**src/rtl/rgb_seq_pkg.sv**
```systemverilog
// Shared types and helpers for the RGB hue sequencer: phase encoding,
// duty triple, phase successor and the (phase, level) -> duty mapping.
package rgb_seq_pkg;

    localparam int NUM_PHASES = 6;

    // Each phase is named after the one channel that ramps during it.
    typedef enum logic [2:0] {
        PH_G_UP = 3'd0,
        PH_R_DN = 3'd1,
        PH_B_UP = 3'd2,
        PH_G_DN = 3'd3,
        PH_R_UP = 3'd4,
        PH_B_DN = 3'd5
    } phase_e;

    typedef struct packed {
        int unsigned r;
        int unsigned g;
        int unsigned b;
    } rgb_t;

    function automatic phase_e next_phase(input phase_e ph);
        return (int'(ph) == NUM_PHASES - 1) ? PH_G_UP : phase_e'(ph + 3'd1);
    endfunction

    function automatic rgb_t duty_calc(input phase_e      ph,
                                       input int unsigned level,
                                       input int unsigned inc,
                                       input int unsigned full);
        int unsigned up;
        int unsigned dn;
        rgb_t        d;
        up = level * inc;
        dn = full - up;
        d  = '0;
        case (ph)
            PH_G_UP: begin d.r = full; d.g = up;   end
            PH_R_DN: begin d.r = dn;   d.g = full; end
            PH_B_UP: begin d.g = full; d.b = up;   end
            PH_G_DN: begin d.g = dn;   d.b = full; end
            PH_R_UP: begin d.r = up;   d.b = full; end
            PH_B_DN: begin d.r = full; d.b = dn;   end
            default: ;
        endcase
        return d;
    endfunction

endpackage

```
**src/rtl/rgb_hue_sequencer_step_prescaler.sv**
```systemverilog
// Step pulse generator: free-running prescaler while running, manual
// single-step requests while held.
module step_prescaler #(
    parameter int STEP_INTERVAL = 6000
) (
    input  logic clk,
    input  logic rst,
    input  logic run,
    input  logic step_req,
    output logic step
);

    localparam int PW = (STEP_INTERVAL > 1) ? $clog2(STEP_INTERVAL) : 1;

    logic [PW-1:0] count;
    logic          at_wrap;

    assign at_wrap = (count == PW'(STEP_INTERVAL - 1));

    // While running, step_req is deliberately ignored so a request that
    // lands on the wrap cycle cannot produce a second step.
    always_comb begin
        step = run ? at_wrap : step_req;
    end

    // NOTE: sequential state is written with <= only, so every block
    // clocked on the same edge sees pre-edge values of each other's state.
    always_ff @(posedge clk) begin
        if (rst) begin
            count <= '0;
        end else if (run) begin
            count <= at_wrap ? '0 : count + 1'b1;
        end
    end

endmodule

```
**src/rtl/rgb_hue_sequencer.sv**
```systemverilog
// Three-channel hue wheel sequencer (R->Y->G->C->B->M->R) with duty values
// double-buffered and committed on the last cycle of each PWM frame.
module rgb_hue_sequencer
    import rgb_seq_pkg::*;
#(
    parameter int PWM_INTERVAL    = 1200,
    parameter int STEP_INTERVAL   = 6000,
    parameter int STEPS_PER_PHASE = 300
) (
    input  logic                            clk,
    input  logic                            rst,
    input  logic                            run,
    input  logic                            step_req,
    output logic [$clog2(PWM_INTERVAL)-1:0] pwm_value_r,
    output logic [$clog2(PWM_INTERVAL)-1:0] pwm_value_g,
    output logic [$clog2(PWM_INTERVAL)-1:0] pwm_value_b,
    output logic [2:0]                      phase,
    output logic                            step_tick,
    output logic                            frame_start
);

    localparam int          W   = $clog2(PWM_INTERVAL);
    localparam int          LW  = (STEPS_PER_PHASE > 1) ? $clog2(STEPS_PER_PHASE) : 1;
    localparam int unsigned INC = PWM_INTERVAL / STEPS_PER_PHASE;

    if ((PWM_INTERVAL & (PWM_INTERVAL - 1)) == 0) begin : g_bad_pwm_pow2
        $error("PWM_INTERVAL must not be a power of two");
    end
    if ((PWM_INTERVAL % STEPS_PER_PHASE) != 0) begin : g_bad_pwm_div
        $error("PWM_INTERVAL must be divisible by STEPS_PER_PHASE");
    end

    logic [W-1:0]  frame_cnt;
    logic [LW-1:0] level;
    phase_e        phase_q;
    logic          step;
    logic          frame_last;
    rgb_t          shadow;

    step_prescaler #(
        .STEP_INTERVAL(STEP_INTERVAL)
    ) u_step_prescaler (
        .clk     (clk),
        .rst     (rst),
        .run     (run),
        .step_req(step_req),
        .step    (step)
    );

    assign frame_last  = (frame_cnt == W'(PWM_INTERVAL - 1));
    assign frame_start = (frame_cnt == '0);
    assign phase       = phase_q;
    assign shadow      = duty_calc(phase_q, 32'(level), INC, PWM_INTERVAL);

    always_ff @(posedge clk) begin
        if (rst) begin
            frame_cnt <= '0;
        end else begin
            frame_cnt <= frame_last ? '0 : frame_cnt + 1'b1;
        end
    end

    always_ff @(posedge clk) begin
        if (rst) begin
            level     <= '0;
            phase_q   <= PH_G_UP;
            step_tick <= 1'b0;
        end else begin
            step_tick <= step;
            if (step) begin
                if (level == LW'(STEPS_PER_PHASE - 1)) begin
                    level   <= '0;
                    phase_q <= next_phase(phase_q);
                end else begin
                    level <= level + 1'b1;
                end
            end
        end
    end

    // A step on the commit cycle is not seen here until the next frame,
    // because shadow is derived from the pre-edge level/phase.
    always_ff @(posedge clk) begin
        if (rst) begin
            pwm_value_r <= W'(PWM_INTERVAL);
            pwm_value_g <= '0;
            pwm_value_b <= '0;
        end else if (frame_last) begin
            pwm_value_r <= W'(shadow.r);
            pwm_value_g <= W'(shadow.g);
            pwm_value_b <= W'(shadow.b);
        end
    end

endmodule

```
**config.mk**
```make
export PLATFORM = sky130hd
export DESIGN_NAME = rgb_hue_sequencer
export DESIGN_NICKNAME = d
export VERILOG_FILES = /design/src/rtl/rgb_seq_pkg.sv /design/src/rtl/rgb_hue_sequencer_step_prescaler.sv /design/src/rtl/rgb_hue_sequencer.sv
export SDC_FILE = /design/constraint.sdc
export NUM_CORES = 1
export LEC_CHECK = 0
export BUFFER_PORTS_ARGS = -buffer_cell sky130_fd_sc_hd__buf_4
export CAP_MARGIN = 25
export CORE_ASPECT_RATIO = 0.5
export CORE_MARGIN = 5
export CORE_UTILIZATION = 50
export DETAILED_ROUTE_END_ITERATION = 10
export PLACE_DENSITY = 0.74
export SYNTH_ARGS = -nofsm -noshare
export SYNTH_HDL_FRONTEND = slang
export SYNTH_SLANG_ARGS = --single-unit
```
**constraint.sdc**
```tcl
create_clock -name clk -period 7.1 [get_ports clk]
set_input_delay 2.13 -clock clk [delete_from_list [all_inputs] [get_ports clk]]
set_output_delay 2.13 -clock clk [all_outputs]
set_load 0.01 [all_outputs]
```
==> metrics.cfg <==
[status]
status = completed

[global_routing]
antenna_found_initial = 0
grt-busiest-layer = met2
grt_pass1_wl_um = 12800
grtUsageTotal_pct = 18.96
grt_max_degree = 45
met2_usage_pct = 29.12
use_met1_pct = 24.57
use_met3_pct = 6.625
grt_pass1_vias = 2712
grt_overflow = 0

[run]
max_cap_violations = 0

[placed_design]
placed_cell_area_mm2 = 0.003576
place.port_buffers = 35
dp_hpwl_um = 5386
gp_congestion = 0.9185

[final_layout]
utilization_pct = 58.26
fin_nets = 455
area_delta_synth_final_pct = 14.76
diodes = 0
multiInputGateArea_mm2 = 0.001872
regArea_mm2 = 0.001281
drive_above_1_share_pct = 12.22
fillers = 613
fin_area_mm2 = 0.003842

[cts]
insertion_delay_ps = 330
post_cts_resized = 0
htreeDepth = 3
clk_pin_slew_worst_paths_ps = 50
cts_setup_buffers = 0
ctsHoldBuffers = 0
cts_sinks = 64
cts_root_buf = clkbuf_16
numCtsBuffers = 9
clockBufferDepth = 2
tritoncts = built

[timing]
setup_viol = 0
hold_viol = 0
setup_tns_ps = 0
clock_skew_ps = 3.822
slew_headroom_pct = 41.11
worst_pin_slew_ps = 880.1
slew_violations = 0
period_share_pct = 50.41
rsz0062_at_grt = false
fmax_ghz = 0.2794
min_period_ps = 3579

[synthesis]
yosysMostFrequentCell = dfxtp_1
synth-compound-area-share_pct = 22.61
synth_ff_type = dfxtp_1
yosys-top-cells-count = 64 x dfxtp_1, 50 x nor2_1, 42 x nand2_1
synthCells = 429
yosysUniqueCellTypes = 55
seq_area_frac_synth_pct = 38.27
synth_top_family_by_area = simple AND/OR/NAND/NOR gates
synth-xor-area-share_pct = 4.709
synth_fa_ha_area_share_pct = 2.242
synth_mux_area_share_pct = 0.2990
netlist_area_mm2 = 0.003348
synth_top_cell_area_share_pct = 38.27
yosysTopAreaCell = dfxtp_1
async_flop_share_pct = 0
syn_avg_cell_area_um2 = 7.805
yosys.area_share.simple_pct = 25.37
synth-seq-cells = 64
yosys-top-cells-area = dfxtp_1 38%, nor2_1 5.6%, o21ai_0 5.1%
synth_warnings = 0
synth-edff-count = 0

[hold_path]
worstHoldPathCells = 2
hold_class = register to register
min_from = pwm_value_b[3]$_SDFFE_PP0P_
min_to = pwm_value_b[3]$_SDFFE_PP0P_

[pwr]
p_per_area_mw_per_mm2 = 204.5
ir_drop_uv = 105.1
p_leak_nw = 1.394
total_power_mw = 0.7857

[routing]
drc = 0
first_pass_iters = 5
detail_route.wl_per_cell_um = 14.51
drt_iter0_markers = 309
postRouteAntennaNets = 0
wl_um = 7866
viasPerCell = 5.672
routed-via-count = 3074

[worst_setup_path]
required_ps = 4970
crit_path_start = frame_cnt[8]$_SDFF_PP0_
r2r-end = pwm_value_r[4]$_SDFFE_PP1P_
r2r_slack_ps = 4670
reg2reg_depth = 5
cp.arrival_ps = 1450
critPathSlowestCell = nor4_1
worstSetupEndpointType = output pin
max_stage_delay_ps = 400
startpoint_type = register
path_cells = nor4_1 > and4b_1 > buf_4
worstPathMaxFanout = 4
worst_r2r_startpoint = frame_cnt[0]$_SDFF_PP0_
crit_type = register to output pin

[die]
fp-row-count = 21
initial_utilization_pct = 50.77
chipWidth_um = 125.7
ios = 42
core_area_mm2 = 0.006595
die_y_um = 67.87
dieArea_mm2 = 0.008532

==> power by group <==
part	switching, mW	total (mW)	leakage [nW]	internal [mW]
clock network	0.147	0.390	0.136	0.243
logic	0.0193	0.0293	0.741	0.00993
registers	0.00402	0.367	0.517	0.363
total	0.170	0.786	1.39	0.616
==> cells in the final DEF (no fill, tap or decap), types with 3 or more instances in the layout <==
cell type,synthesis,routed
a21o_1,3,3
ha_1,6,6
a211o_1,3,3
dfxtp_1,64,64
nand3b_1,3,3
nor4_1,4,4
a311oi_1,5,5
nor2_1,50,50
and4_1,4,4
clkbuf_16,0,9
nand2_1,42,42
and3_1,5,5
o21ai_1,8,8
buf_4,6,35
clkinv_2,0,4
a22oi_1,7,7
and2_1,3,3
nand2b_1,5,5
o21ai_0,34,34
a31oi_1,5,5
inv_1,12,12
or3_1,3,3
nand3_1,17,17
nor3_1,10,10
xor2_1,9,9
xnor2_1,9,9
conb_1,1,6
nand4_1,7,7
a21oi_1,33,33
nor2b_1,7,7
==> metal layers <==
| metal | up-vias | wire length, um |
|---|---|---|
| li1 | 1555 | - |
| met1 | 1368 | 3644 |
| met2 | 133 | 3363 |
| met3 | 18 | 703 |
| met4 | 0 | 155 |
| met5 | - | 0 |
==> final cells by class <==
class	count	area share, %
multi-input combinational	323	48.71
clock inverter	4	0.5210
tap	92	2.996
clock buffer	12	6.415
inverter	12	1.172
sequential	64	33.34
timing repair buffer	35	6.838
==> critical path: cells and delay by family, from the launching register on <==
| family | cells | cell delay [ps] |
|---|---|---|
| buffers and inverters | 1 | 120 |
| DFF | 1 | 340 |
| and+or+nand+nor | 2 | 660 |
==> sequential cells by signal, summed over array words and instances (netlist names) <==
name	flops
pwm_value_r	9
step_tick	1
level	9
pwm_value_g	9
frame_cnt	11
phase	3
u_step_prescaler.count	13
pwm_value_b	9
==> stage by stage <==
step	cells	hold WS [ps]	worst slack (ps)
2_1_floorplan	434	429.8	3317
3_3_place_gp	526	438.4	3461
3_5_place_dp	526	444.7	3437
4_1_cts	542	456.2	3506
5_1_grt	542	476.5	3326
6_report	542	453.6	3521
==> worst max-delay path by stage <==
stage                                  to  slack [ps]  cells after the start
CTS                           frame_start        3510                      3
finish                        frame_start        3520                      3
detailed placement  phase[2]$_SDFFE_PP0P_        3440                      6
global placement    phase[2]$_SDFFE_PP0P_        3460                      6
global route                  frame_start        3330                      3
floorplan           phase[2]$_SDFFE_PP0P_        3320                      7
==> logic make-up (layout without fill, tap and decap cells) <==
family                   count (synthesis)  count (layout)
AND/OR/NAND/NOR                        171             171
AO/OA/AOI/OAI                          121             121
flip-flops                              64              64
buffers and inverters                   47              63
XOR/XNOR                                18              18
adder cells (fa/ha/maj)                  6               6
other                                    1               6
multiplexers                             1               1
Power figures use the tool's default switching activity.
